## src/rtl/coin_accum.sv

```systemverilog
// Coin/item accumulator with a confirm/cancel settle handshake and saturating totals.
// Optional idle auto-cancel is built when COIN_TIMEOUT_EN is defined.
module coin_accum #(
  parameter int DW          = 8,
  parameter int TIMEOUT_CYC = 1000
) (
  input  logic          clk,
  input  logic          rst_n,
  input  logic          coin_valid,
  input  logic [DW-1:0] coin_value,
  output logic          coin_ready,
  input  logic          item_valid,
  input  logic [DW-1:0] item_price,
  input  logic          confirm,
  input  logic          cancel,
  output logic [DW-1:0] total_insert,
  output logic [DW-1:0] total_price,
  output logic [DW-1:0] input_count,
  output logic          settle_valid,
  input  logic          settle_ready,
  output logic          overflow
);

  typedef enum logic [1:0] {IDLE, COLLECT, SETTLE} state_t;

  // Ceiling keeps the MSB clear so downstream can treat totals as signed.
  localparam logic [DW-1:0] SAT_MAX = {1'b0, {(DW-1){1'b1}}};

  state_t        state, state_nxt;
  logic          coin_acc, item_acc, in_collect;
  logic          timeout_hit, do_cancel, do_confirm;
  logic [DW:0]   ins_sum, prc_sum, cnt_sum;
  logic [DW-1:0] insert_nxt, price_nxt, count_nxt;
  logic          ovf_nxt;

  // Returns {saturated, value}.
  function automatic logic [DW:0] sat_add(input logic [DW-1:0] a, input logic [DW-1:0] b);
    logic [DW:0] sum;
    sum = {1'b0, a} + {1'b0, b};
    if (sum > {1'b0, SAT_MAX}) return {1'b1, SAT_MAX};
    return {1'b0, sum[DW-1:0]};
  endfunction

  assign coin_ready   = (state != SETTLE);
  assign settle_valid = (state == SETTLE);
  assign in_collect   = (state == COLLECT);
  assign coin_acc     = coin_ready & coin_valid;
  assign item_acc     = coin_ready & item_valid;
  assign do_cancel    = in_collect & (cancel | timeout_hit);
  assign do_confirm   = in_collect & confirm & ~do_cancel;

  assign ins_sum = coin_acc ? sat_add(total_insert, coin_value) : {1'b0, total_insert};
  assign prc_sum = item_acc ? sat_add(total_price, item_price)  : {1'b0, total_price};
  assign cnt_sum = item_acc ? sat_add(input_count, DW'(1))      : {1'b0, input_count};

`ifdef COIN_TIMEOUT_EN
  localparam int TW = $clog2(TIMEOUT_CYC + 1);
  logic [TW-1:0] idle_cnt;
  logic          activity;

  assign activity    = coin_acc | item_acc | confirm | cancel;
  // Fires on the idle cycle that brings the count up to TIMEOUT_CYC.
  assign timeout_hit = in_collect & ~activity & (idle_cnt == TW'(TIMEOUT_CYC - 1));

  always_ff @(posedge clk or negedge rst_n) begin
    if (!rst_n)                      idle_cnt <= '0;
    else if (!in_collect || activity) idle_cnt <= '0;
    else                             idle_cnt <= idle_cnt + 1'b1;
  end
`else
  // No counter: a transaction stays open until confirm or cancel.
  assign timeout_hit = (TIMEOUT_CYC < 0);
`endif

  always_comb begin
    state_nxt  = state;
    insert_nxt = total_insert;
    price_nxt  = total_price;
    count_nxt  = input_count;
    ovf_nxt    = overflow;
    case (state)
      IDLE:    if (coin_acc || item_acc)      state_nxt = COLLECT;
      COLLECT: if (do_cancel || do_confirm)   state_nxt = SETTLE;
      SETTLE:  if (settle_ready)              state_nxt = IDLE;
      default:                                state_nxt = IDLE;
    endcase
    if (coin_ready) begin
      // Same-cycle coins/items land before a confirm or cancel freezes the totals.
      insert_nxt = ins_sum[DW-1:0];
      price_nxt  = do_cancel ? '0 : prc_sum[DW-1:0];
      count_nxt  = do_cancel ? '0 : cnt_sum[DW-1:0];
      ovf_nxt    = overflow | ins_sum[DW] | prc_sum[DW] | cnt_sum[DW];
    end else if (settle_ready) begin
      insert_nxt = '0;
      price_nxt  = '0;
      count_nxt  = '0;
      ovf_nxt    = 1'b0;
    end
  end

  always_ff @(posedge clk or negedge rst_n) begin
    if (!rst_n) begin
      state        <= IDLE;
      total_insert <= '0;
      total_price  <= '0;
      input_count  <= '0;
      overflow     <= 1'b0;
    end else begin
      state        <= state_nxt;
      total_insert <= insert_nxt;
      total_price  <= price_nxt;
      input_count  <= count_nxt;
      overflow     <= ovf_nxt;
    end
  end

endmodule

```

## config.mk

```make
export PLATFORM = sky130hd
export DESIGN_NAME = coin_accum
export DESIGN_NICKNAME = d
export VERILOG_FILES = /design/src/rtl/coin_accum.sv
export SDC_FILE = /design/constraint.sdc
export NUM_CORES = 1
export LEC_CHECK = 0
export ABC_AREA = 1
export BUFFER_PORTS_ARGS = -buffer_cell sky130_fd_sc_hd__buf_2
export CAP_MARGIN = 20
export CELL_PAD_IN_SITES_DETAIL_PLACEMENT = 0
export CELL_PAD_IN_SITES_GLOBAL_PLACEMENT = 1
export CORE_UTILIZATION = 25
export DETAILED_ROUTE_END_ITERATION = 12
export PLACE_DENSITY = 0.6
export SLEW_MARGIN = 20
export SYNTH_ARGS = -nofsm -noshare
export SYNTH_HDL_FRONTEND = slang
export SYNTH_SLANG_ARGS = --single-unit
```

## constraint.sdc

```tcl
create_clock -name clk -period 2.4 [get_ports clk]
set_clock_uncertainty 0.15 [all_clocks]
set_input_delay 0.12 -clock clk [delete_from_list [all_inputs] [get_ports clk]]
set_output_delay 0.12 -clock clk [all_outputs]
set_load 0.02 [all_outputs]
```

# Word-level counts from Yosys, hierarchy flattened
# Index checks and enable logic that the tools add are counted.
dict set report totals {
  ff_bits 27
  output_inout_bits 27
}
dict set report op_classes {
  addsub 3
  order_cmp 3
  eq_ne 8
  muxes 24
  bitwise_logic 9
  reduce_logical 7
}
# cell count
set op_table {}
lappend op_table {{9-bit two-way mux} 9}
lappend op_table {{8-bit two-way mux} 6}
lappend op_table {{9-bit by 7-bit greater-than comparator with 1-bit output (second input constant)} 3}
lappend op_table {{8-bit by 8-bit adder with 9-bit output} 2}
lappend op_table {{8-bit by 1-bit adder with 9-bit output (second input constant)} 1}
lappend op_table {{2-bit two-way mux} 3}
lappend op_table {{2-bit by 1-bit inequality test with 1-bit output (second input constant)} 3}
lappend op_table {{2-bit case mux with 3 select lines} 1}
lappend op_table {{1-bit bitwise AND} 5}
lappend op_table {{1-bit two-way mux} 5}
lappend op_table {{2-bit inequality test (second input constant)} 2}
lappend op_table {{2-bit AND reduction} 2}
lappend op_table {{3-bit by 1-bit inequality test with 1-bit output (second input constant)} 1}
lappend op_table {{1-bit bitwise OR} 3}
lappend op_table {{3-bit AND reduction} 1}
lappend op_table {{2-bit by 1-bit equality test with 1-bit output (second input constant)} 1}
lappend op_table {{2-bit equality test (second input constant)} 1}
lappend op_table {{2-bit logical NOT} 1}
lappend op_table {{1-bit logical OR} 2}
lappend op_table {{2-bit nonzero test} 1}
lappend op_table {{1-bit inverter} 1}

# Longest topological paths before layout
# Gate-level depths: netlist of the first run.
dict set report depth {
  depth_word 9
  mapped_depth 12
}

# Least setup slack after synthesis of the first run
# Ideal clock, no wire load.
dict set report synth_path {
  path_type {reg-to-reg}
  start {reg total_insert[0]}
  end {reg total_insert[1]}
  setup_ps 87
  arrival_time_ps 1775
  required_time_ps 2163
  slack_ps 389
  path_stages_with_launch 9
  path_buffers 0
  path_cell_list {dfrtp_1 -> ha_1 -> inv_1 -> fa_1 -> o21ai_0 -> a21oi_1 -> nand3_1 -> nand2_1 -> o211ai_1}
}
dict set report synth_between {
  elab_chain_cells 6
}
# item line
set synth_rtl {}
lappend synth_rtl {{start, declared} 16} ;# output logic [DW-1:0] total_insert,
lappend synth_rtl {{start signal, assigned} 110} ;# total_insert <= insert_nxt;
lappend synth_rtl {{8-bit by 8-bit adder with 9-bit output (*)} 39} ;# sum = {1'b0, a} + {1'b0, b};
lappend synth_rtl {{9-bit by 7-bit greater-than comparator with 1-bit output} 40} ;# if (sum > {1'b0, SAT_MAX}) return {1'b1, SAT_MAX};
lappend synth_rtl {{1-bit two-way mux} 40}
lappend synth_rtl {{9-bit two-way mux (*)} 41} ;# return {1'b0, sum[DW-1:0]};
lappend synth_rtl {{9-bit two-way mux (*)} 52} ;# assign ins_sum = coin_acc ? sat_add(total_insert, coin_value) : {1'b0, total_insert};
lappend synth_rtl {{8-bit two-way mux (*)} 87} ;# if (coin_ready) begin
# Mark *: on every way between the ends. The rest lies on a longest branch, timed or not. The select of a mux whose other input is x is not followed.
# A chain may end at the register's enable or synchronous reset.

# Final worst setup path of the first run
# Same ends and word-level chain as after synthesis.

==> results.toml, run 1 <==
[grt]
grt_usage = 0.1343
first_global_vias = 1982
gr-total-overflow = 0
grt_max_degree = 28
antenna_found_initial = 0
grt_pass1_wl_um = 9315

[route]
wire_per_inst_um = 12.00
routed_via_density = 4.370
wirelength_um = 5486
num_vias = 1997
route.detailed.drc = 0
antenna_left = 0
drt-initial-drc-count = 75
drt_pass1_iterations = 4

[sta]
final-hold-violation-count = 0
fmax_mhz = 464.6
maxSlewHeadroom = 0.5593
post-route-period-util = 0.8968
rsz0062_at_grt = "false"
tns_ns = 0
worst-slew-pin-transition_ns = 0.6611
setup_viol = 0
slew_viol_final = 0
period_needed_ns = 2.152

[yosys]
synth_top_area_share = 0.3199
ys_seq_area_frac = 0.3199
synth-seq-cells = 27
synth-async-reset-ratio = 1.000
syn_area_per_cell_um2 = 7.111
synth_top_flop_cell = "dfrtp_1"
synth_nets = 340
synth_cell_types = 32
synth_top_cell_by_area = "dfrtp_1"
yosys_warnings = 0
syn_inst = 297
synth.cell_area_um2 = 2112
synth_area_leaders = "dfrtp_1, nand2_1, ha_1, inv_1, nand3_1"
synth_edf_count = 0

[pwr]
ir_drop_mv = 0.5266
finalPower_uw = 2882
cellPowerDensity_nw_per_um2 = 1124
power_leakage_uw = 0.001395

[critical_path]
r2r_cells = 8
cp.arrival_ns = 2.20
startpoint = "total_insert[0]"
crit_fanout = 7
path_class = "reg -> reg"
r2r_start = "total_insert[0]"
endpoint = "total_insert[1]"
startpoint_type = "flop"
required_ns = 2.45
crit_path_end_kind = "flop"
r2r-end = "total_insert[1]"
rrSetupSlack_ns = 0.25

[clocking]
clock_path_buffers = 2
clock-sinks = 27
numCtsBuffers = 3
cts_resized = 0
path_clk_slew_ns = 0.10
cts_root_buf = "clkbuf_8"
postCtsSetupBuffers = 0
tritoncts = "built"
clk_latency_ns = 0.28
htreeDepth = 1

[die]
fp.dieArea_um2 = 8820
die_h_um = 93.92
ioPinCount = 50
coreArea_um2 = 8175
initial_core_util = 0.2583
row_count = 33
fp.dieW_um = 93.92

[layout]
area_growth_pct = 21.45
diodes = 0
final_layout_size_suffix_gt1_frac = 0.2131
final_design_area_no_fill_um2 = 2565
fin_util = 0.3137
nets = 396

[placed_design]
io_buffer_count = 49
globalplace.congestion = 0.7520
placed_area_um2 = 2479
place_hpwl_um = 4251

[run]
maxCapViolCount = 0

[worst_hold_path]
hp-class = "in -> reg"

[status]
status = "complete, no violations"
## cells in the final DEF (no fill, tap or decap)
| cell | instances |
|---|---|
| and2_4 | 1 |
| nand3b_2 | 1 |
| buf_2 | 49 |
| nand3_1 | 27 |
| a21oi_2 | 1 |
| fa_1 | 2 |
| o21ai_0 | 13 |
| a21oi_1 | 9 |
| nor3_1 | 2 |
| o21a_1 | 1 |
| nor2_4 | 4 |
| xnor2_1 | 3 |
| o21bai_2 | 1 |
| a21boi_0 | 2 |
| nand2_1 | 97 |
| inv_2 | 4 |
| nor2_2 | 2 |
| nor2_1 | 20 |
| or2_1 | 2 |
| nand4_1 | 6 |
| o21ai_2 | 1 |
| o211ai_1 | 2 |
| ha_1 | 18 |
| dlygate4sd3_1 | 4 |
| or2_2 | 2 |
| clkbuf_8 | 3 |
| nand3_2 | 1 |
| clkinv_2 | 1 |
| inv_1 | 39 |
| and2_1 | 1 |
| nand2_2 | 3 |
| a31oi_4 | 1 |
| xor2_1 | 1 |
| o31ai_1 | 1 |
| dfrtp_1 | 27 |
## cell type report
class / instances / area, um^2
fill: 898 / 5610
multi-input combinational: 225 / 1265
sequential: 27 / 675.6
timing repair buffer: 53 / 285.3
inverter: 43 / 161.4
tap: 105 / 131.4
clock buffer: 3 / 41.29
clock inverter: 1 / 5.005
## critical path, cell delays in order (launching register included)
cell,delay [ns]
dfrtp_1,0.39
ha_1,0.18
inv_1,0.06
fa_1,0.39
o21ai_0,0.36
a21oi_1,0.11
nand3_1,0.11
nand2_1,0.19
o211ai_1,0.14
## power breakdown
part / internal, uW / switching, uW / total, uW
clock: 117 / 159 / 276
sequential: 626 / 169 / 795
combinational: 669 / 1140 / 1810
total: 1410 / 1470 / 2880
## worst min-delay path by stage
| stage | startpoint | to | slack [ns] | cells past startpoint |
|---|---|---|---|---|
| after floorplan | rst_n | input_count[0] | -0.33 | 0 |
| after global placement | rst_n | state[1] | 0.04 | 1 |
| after detailed placement | rst_n | state[0] | 0.05 | 1 |
| after CTS | item_valid | state[0] | 0.01 | 3 |
| after global routing | item_valid | state[0] | 0.02 | 3 |
| final | item_valid | state[0] | 0.01 | 3 |
## metal layers
layer | wire [um] | vias up | global-route usage
li1 | - | 1061 | -
met1 | 2784 | 899 | 0.1839
met2 | 2489 | 35 | 0.2232
met3 | 187 | 2 | 0.02346
met4 | 23 | 0 | 0.02179
met5 | 0 | - | 0
## sequential cells by signal (all words and copies together) (netlist names)
register and count:
input_count 8, total_price 8, state 2, overflow 1, total_insert 8
## per-stage QoR
stage / hold slack [ns] / instances / setup WS, ns
3_3_place_gp: 0.04048 / 449 / 0.3718
4_1_cts: 0.01111 / 457 / 0.2305
2_1_floorplan: -0.3256 / 297 / 0.3887
5_1_grt: 0.01626 / 457 / 0.06185
3_5_place_dp: 0.05161 / 449 / 0.2605
6_report: 0.01070 / 457 / 0.2477
## cells in the mapped netlist, types with 3 or more instances
master,number
a21oi_1,9
dfrtp_1,27
ha_1,18
inv_1,39
inv_2,4
nand2_1,97
nand2_2,3
nand3_1,27
nand4_1,6
nor2_1,20
nor2_4,4
o21ai_0,13
xnor2_1,3
## kinds of logic (layout without fill, tap and decap cells)
logic type	Yosys count	count (layout)	synth area share
AO/OA/AOI/OAI	32	32	0.09715
flip-flops	27	27	0.3199
AND/OR/NAND/NOR	169	169	0.3596
XOR/XNOR	4	4	0.01659
adder cells (fa/ha/maj)	20	20	0.1256
buffers and inverters	45	100	0.08116
## repair_timing
item,CTS,global route
hold endpoints to repair,29,0
setup endpoints to repair,0,0
hold buffers,4,0
Power figures use the tool's default switching activity.
==> inputs of run 2 (changes only) <==
Settings changed: CORE_UTILIZATION 25 to 38, PLACE_DENSITY 0.6 to 0.84.
==> run 2 against run 1 <==
Net effect: worst setup slack improved by 0.036 ns; sequential power about the same; die area decreased by 34%; combinational power about the same; register-to-register slack improved by 0.04 ns; sequential share of layout area increased by 0.46 points; flip-flop and latch count unchanged; clock power decreased by 6%; first-iteration DRC count decreased by 33%; global-route usage increased by 3.2 points; clock-buffer cell count unchanged; design area decreased by 1.7%; largest cell class unchanged; largest power group unchanged.
==> results.toml, run 2 (same netlist as run 1, synthesis figures left out) <==
[sta]
rsz0062_at_grt = "false"
period_needed_ns = 2.116
fmax_mhz = 472.5
maxSlewHeadroom = 0.6095
final-hold-violation-count = 0
worst-slew-pin-transition_ns = 0.5858
setup_viol = 0
tns_ns = 0
post-route-period-util = 0.8818
slew_viol_final = 0

[route]
highest_layer = "met4"
wl_met3_um = 123
m1WireLength_um = 2469
wirelength_um = 4568
num_vias = 1962
routed_via_density = 4.649
route.detailed.drc = 0
wire_per_inst_um = 10.82
routed-wl-met2_um = 1956
antenna_left = 0
drt_pass1_iterations = 4
drt-initial-drc-count = 50

[die]
row_count = 26
ioPinCount = 50
fp.dieW_um = 76.55
die_h_um = 76.55
initial_core_util = 0.4032
fp.dieArea_um2 = 5860
coreArea_um2 = 5238

[layout]
nets = 396
final_design_area_no_fill_um2 = 2521
nFillCells = 534
area_growth_pct = 19.37
diodes = 0
final_layout_size_suffix_gt1_frac = 0.2131
reg_top3 = "input_count: 8 flops, total_insert: 8 flops, total_price: 8 flops"
final_common_cell = "nand2_1"
final_cell_mix = "nand2_1, buf_2, inv_1, nand3_1, dfrtp_1"

[pwr]
power_leakage_uw = 0.001395
cellPowerDensity_nw_per_um2 = 1125
ir_drop_mv = 0.4795

[grt]
grt_usage = 0.1660
gr-total-overflow = 0
first_global_vias = 1839
grt_pass1_wl_um = 8155
grt_max_degree = 28
antenna_found_initial = 0

[placed_design]
globalplace.congestion = 0.7873
io_buffer_count = 49
placed_area_um2 = 2435
place_hpwl_um = 3663

[critical_path]
path_class = "reg -> reg"
cp_cell_sequence = "ha_1 -> inv_1 -> fa_1 -> o21ai_0 -> a21oi_1 -> nand3_1 -> nand2_1 -> o211ai_1"
crit_path_end_kind = "flop"
slowest_stage = "fa_1"
startpoint_type = "flop"
cp.arrival_ns = 2.16
max_stage_delay_ns = 0.39
crit_fanout = 7
required_ns = 2.44

[run]
maxCapViolCount = 0

[status]
status = "complete, no violations"

[clocking]
tritoncts = "built"
cts_root_buf = "clkbuf_8"
htreeDepth = 1
cts_resized = 0
clock_path_buffers = 2
clk_latency_ns = 0.27
clock-sinks = 27
numCtsBuffers = 3
path_clk_slew_ns = 0.10

[worst_hold_path]
hp-class = "in -> reg"
## run 2: cell counts in the layout (fill, tap and decap cells not counted)
Identical to the previous run, type by type.
## run 2: worst paths after layout
check / from / slack [ns] / cells after the start / to
max: total_insert[0] / 0.28 / 8 / total_insert[2]
min: item_valid / 0.02 / 3 / state[0]
max in group asynchronous: rst_n / 1.49 / 2 / input_count[5]
max reg2reg: total_insert[0] / 0.28 / 8 / total_insert[2]
min reg2reg: state[1] / 0.34 / 1 / state[0]
min in group asynchronous: rst_n / 0.23 / 2 / total_price[1]
## run 2: layer usage
layer  up-vias  GRT usage
met2        34     0.2739
met4         0    0.02308
met3         2    0.01317
met5         -          0
met1       864     0.2412
li1       1062          -
## run 2: stage by stage
| stage | setup slack (ns) | instances | hold WS (ns) | utilization | power, uW |
|---|---|---|---|---|---|
| floorplan | 0.3887 | 297 | -0.3256 | - | 2109 |
| global placement | 0.3695 | 414 | 0.007797 | 0.4649 | 2572 |
| detailed placement | 0.2959 | 414 | 0.01055 | 0.4649 | 2580 |
| CTS | 0.2886 | 422 | 0.01678 | 0.4814 | 2860 |
| global route | 0.1403 | 422 | 0.04874 | 0.4814 | 3144 |
| finish | 0.2837 | 422 | 0.01912 | 0.4814 | 2836 |
## run 2: worst max-delay path, delay by kind of cell (launching register included)
family	cells	cell delay, ns
adders and majority gates	2	0.56
and+or+nand+nor	2	0.26
buffers and inverters	1	0.05
DFF	1	0.38
AOI/OAI and AO/OA	3	0.64
## run 2: cell type report
| type | count | area [um^2] | share of cell area |
|---|---|---|---|
| multi-input combinational | 225 | 1265 | 0.5017 |
| clock buffer | 3 | 41.29 | 0.01638 |
| tap | 70 | 87.58 | 0.03474 |
| inverter | 43 | 161.4 | 0.06402 |
| timing repair buffer | 53 | 285.3 | 0.1132 |
| clock inverter | 1 | 5.005 | 0.001985 |
| sequential | 27 | 675.6 | 0.2680 |
## run 2: report_power, final
group	internal [uW]	total [uW]	switching, uW	leakage (uW)
logic	666	1780	1110	0.00103
registers	626	797	171	0.000336
clock network	116	260	144	0.0000255
total	1410	2840	1430	0.00140
## run 2: what timing repair did
item / 4_1_cts / 5_1_grt
setup buffers: 0 / 0
endpoints found under the hold margin: 29 / 0
hold buffers: 4 / 0
==> inputs of run 3 (changes only) <==
Settings changed: BUFFER_PORTS_ARGS -buffer_cell sky130_fd_sc_hd__buf_2 to -buffer_cell sky130_fd_sc_hd__buf_4.
==> run 3 against run 2 <==
Net effect: worst setup slack worse by 0.022 ns; first-iteration DRC count decreased by 6.0%; via count rose by 3.8%; final cell count is 0.47% higher; worst hold slack gained 0.026 ns; largest cell class unchanged; power is 5.6% higher; largest power group unchanged; sequential power increased by 1%; critical endpoint unchanged.
==> results.toml, run 3 (same netlist as run 1, synthesis figures left out) <==
[grt]
grt.busiest_layer = "met2"
met2_usage = 0.2946
grt_pass1_wl_um = 8466
gr-total-overflow = 0
met3_usage = 0.01437
met1_usage = 0.2378
grt_usage = 0.1748
antenna_found_initial = 0
first_global_vias = 1894
grt_max_degree = 28

[clocking]
clock_path_buffers = 2
htreeDepth = 1
clock-sinks = 27
path_clk_slew_ns = 0.09
clk_latency_ns = 0.27
cts_root_buf = "clkbuf_8"
tritoncts = "built"
numCtsBuffers = 3

[layout]
nFillCells = 536
multi_input_area_um2 = 1265
instances_no_fill = 424
reg_top3 = "input_count: 8 flops, total_insert: 8 flops, total_price: 8 flops"
nets = 398
final_common_cell = "nand2_1"
seq_area_um2 = 675.6
area_growth_pct = 26.24
final_cell_mix = "nand2_1, buf_4, inv_1, nand3_1, dfrtp_1"
diodes = 0
final_layout_size_suffix_gt1_frac = 0.2119

[worst_hold_path]
hp-class = "in -> reg"
worstHoldStart = "coin_valid"

[placed_design]
pre_cts_ws_ns = 0.2537
place_hpwl_um = 3933
io_buffer_count = 49
globalplace.congestion = 0.7842
dp_cells = 414

[critical_path]
startpoint = "total_insert[0]"
startpoint_type = "flop"
cp.arrival_ns = 2.18
max_stage_delay_ns = 0.40
crit_path_end_kind = "flop"
required_ns = 2.44
slowest_stage = "fa_1"
path_class = "reg -> reg"
crit_fanout = 7
cp_cell_sequence = "ha_1 -> inv_1 -> fa_1 -> o21ai_0 -> a21oi_1 -> nand3_1 -> nand2_1 -> o211ai_1"
critPathTopFamily = "compound AO/OA/AOI/OAI gates"
r2r_start = "total_insert[0]"
path_buf_inv = 1

[die]
row_count = 26
die_h_um = 76.55
fp.dieArea_um2 = 5860
ioPinCount = 50
initial_core_util = 0.4032
coreArea_um2 = 5238
fp.dieW_um = 76.55

[sta]
period_needed_ns = 2.139
final-hold-violation-count = 0
worst-slew-pin-transition_ns = 0.4206
rsz0062_at_grt = "false"
layout_setup_ws_ns = 0.2614
maxSlewHeadroom = 0.7166
tns_ns = 0
fmax_mhz = 467.6
slew_viol_final = 0
post-route-period-util = 0.8911
holdWs_ns = 0.04472
setup_viol = 0

[route]
drt_pass1_iterations = 4
antenna_left = 0
route.detailed.drc = 0
drt-initial-drc-count = 47
num_vias = 2036
wirelength_um = 4889
routed_via_density = 4.802
wire_per_inst_um = 11.53

[pwr]
ir_drop_mv = 0.4979
cellPowerDensity_nw_per_um2 = 1124
finalPower_uw = 2996
power_leakage_uw = 0.001436

[status]
status = "complete, no violations"

[run]
maxCapViolCount = 0
-- run 3: repair_timing --
| action | in CTS | in global routing |
|---|---|---|
| resized for setup | 0 | 0 |
| hold buffers | 6 | 0 |
| setup buffers | 0 | 0 |
| hold endpoints to repair | 29 | 0 |
-- run 3: per-stage QoR --
stage,utilization,area [um^2]
floorplan,-,2112
global placement,0.4883,2557
detailed placement,0.4883,2557
CTS,0.5091,2666
global route,0.5091,2666
finish,0.5091,2666
-- run 3: final timing paths --
path | endpoint | slack (ns) | depth (start not counted)
worst max-delay path | total_insert[2] | 0.26 | 8
worst min-delay path | total_insert[1] | 0.04 | 3
worst max register to register | total_insert[2] | 0.26 | 8
worst min register to register | total_price[7] | 0.39 | 2
max in group asynchronous | total_insert[0] | 1.70 | 2
min in group asynchronous | input_count[3] | 0.13 | 2
-- run 3: area by class of cell --
class,instances,share of cell area
Tap cell,70,0.03285
Inverter,43,0.06053
Multi-Input combinational cell,225,0.4744
Timing Repair Buffer,55,0.1605
Clock buffer,3,0.01549
Clock inverter,1,0.002816
Sequential cell,27,0.2534
-- run 3: power by group --
| part | switching, uW | internal, uW |
|---|---|---|
| combinational | 1140 | 789 |
| clock | 143 | 118 |
| sequential | 181 | 626 |
-- run 3: tightest hold or removal path, cell delays in order --
cell and delay (ns):
buf_4 0.12, nand2_1 0.10, o211ai_1 0.08
-- run 3: layer usage --
layer / vias to the layer above / share of wire
met3: 4 / 0.031
met2: 34 / 0.46
met5: - / 0
li1: 1065 / -
met1: 933 / 0.50
met4: 0 / 0.012
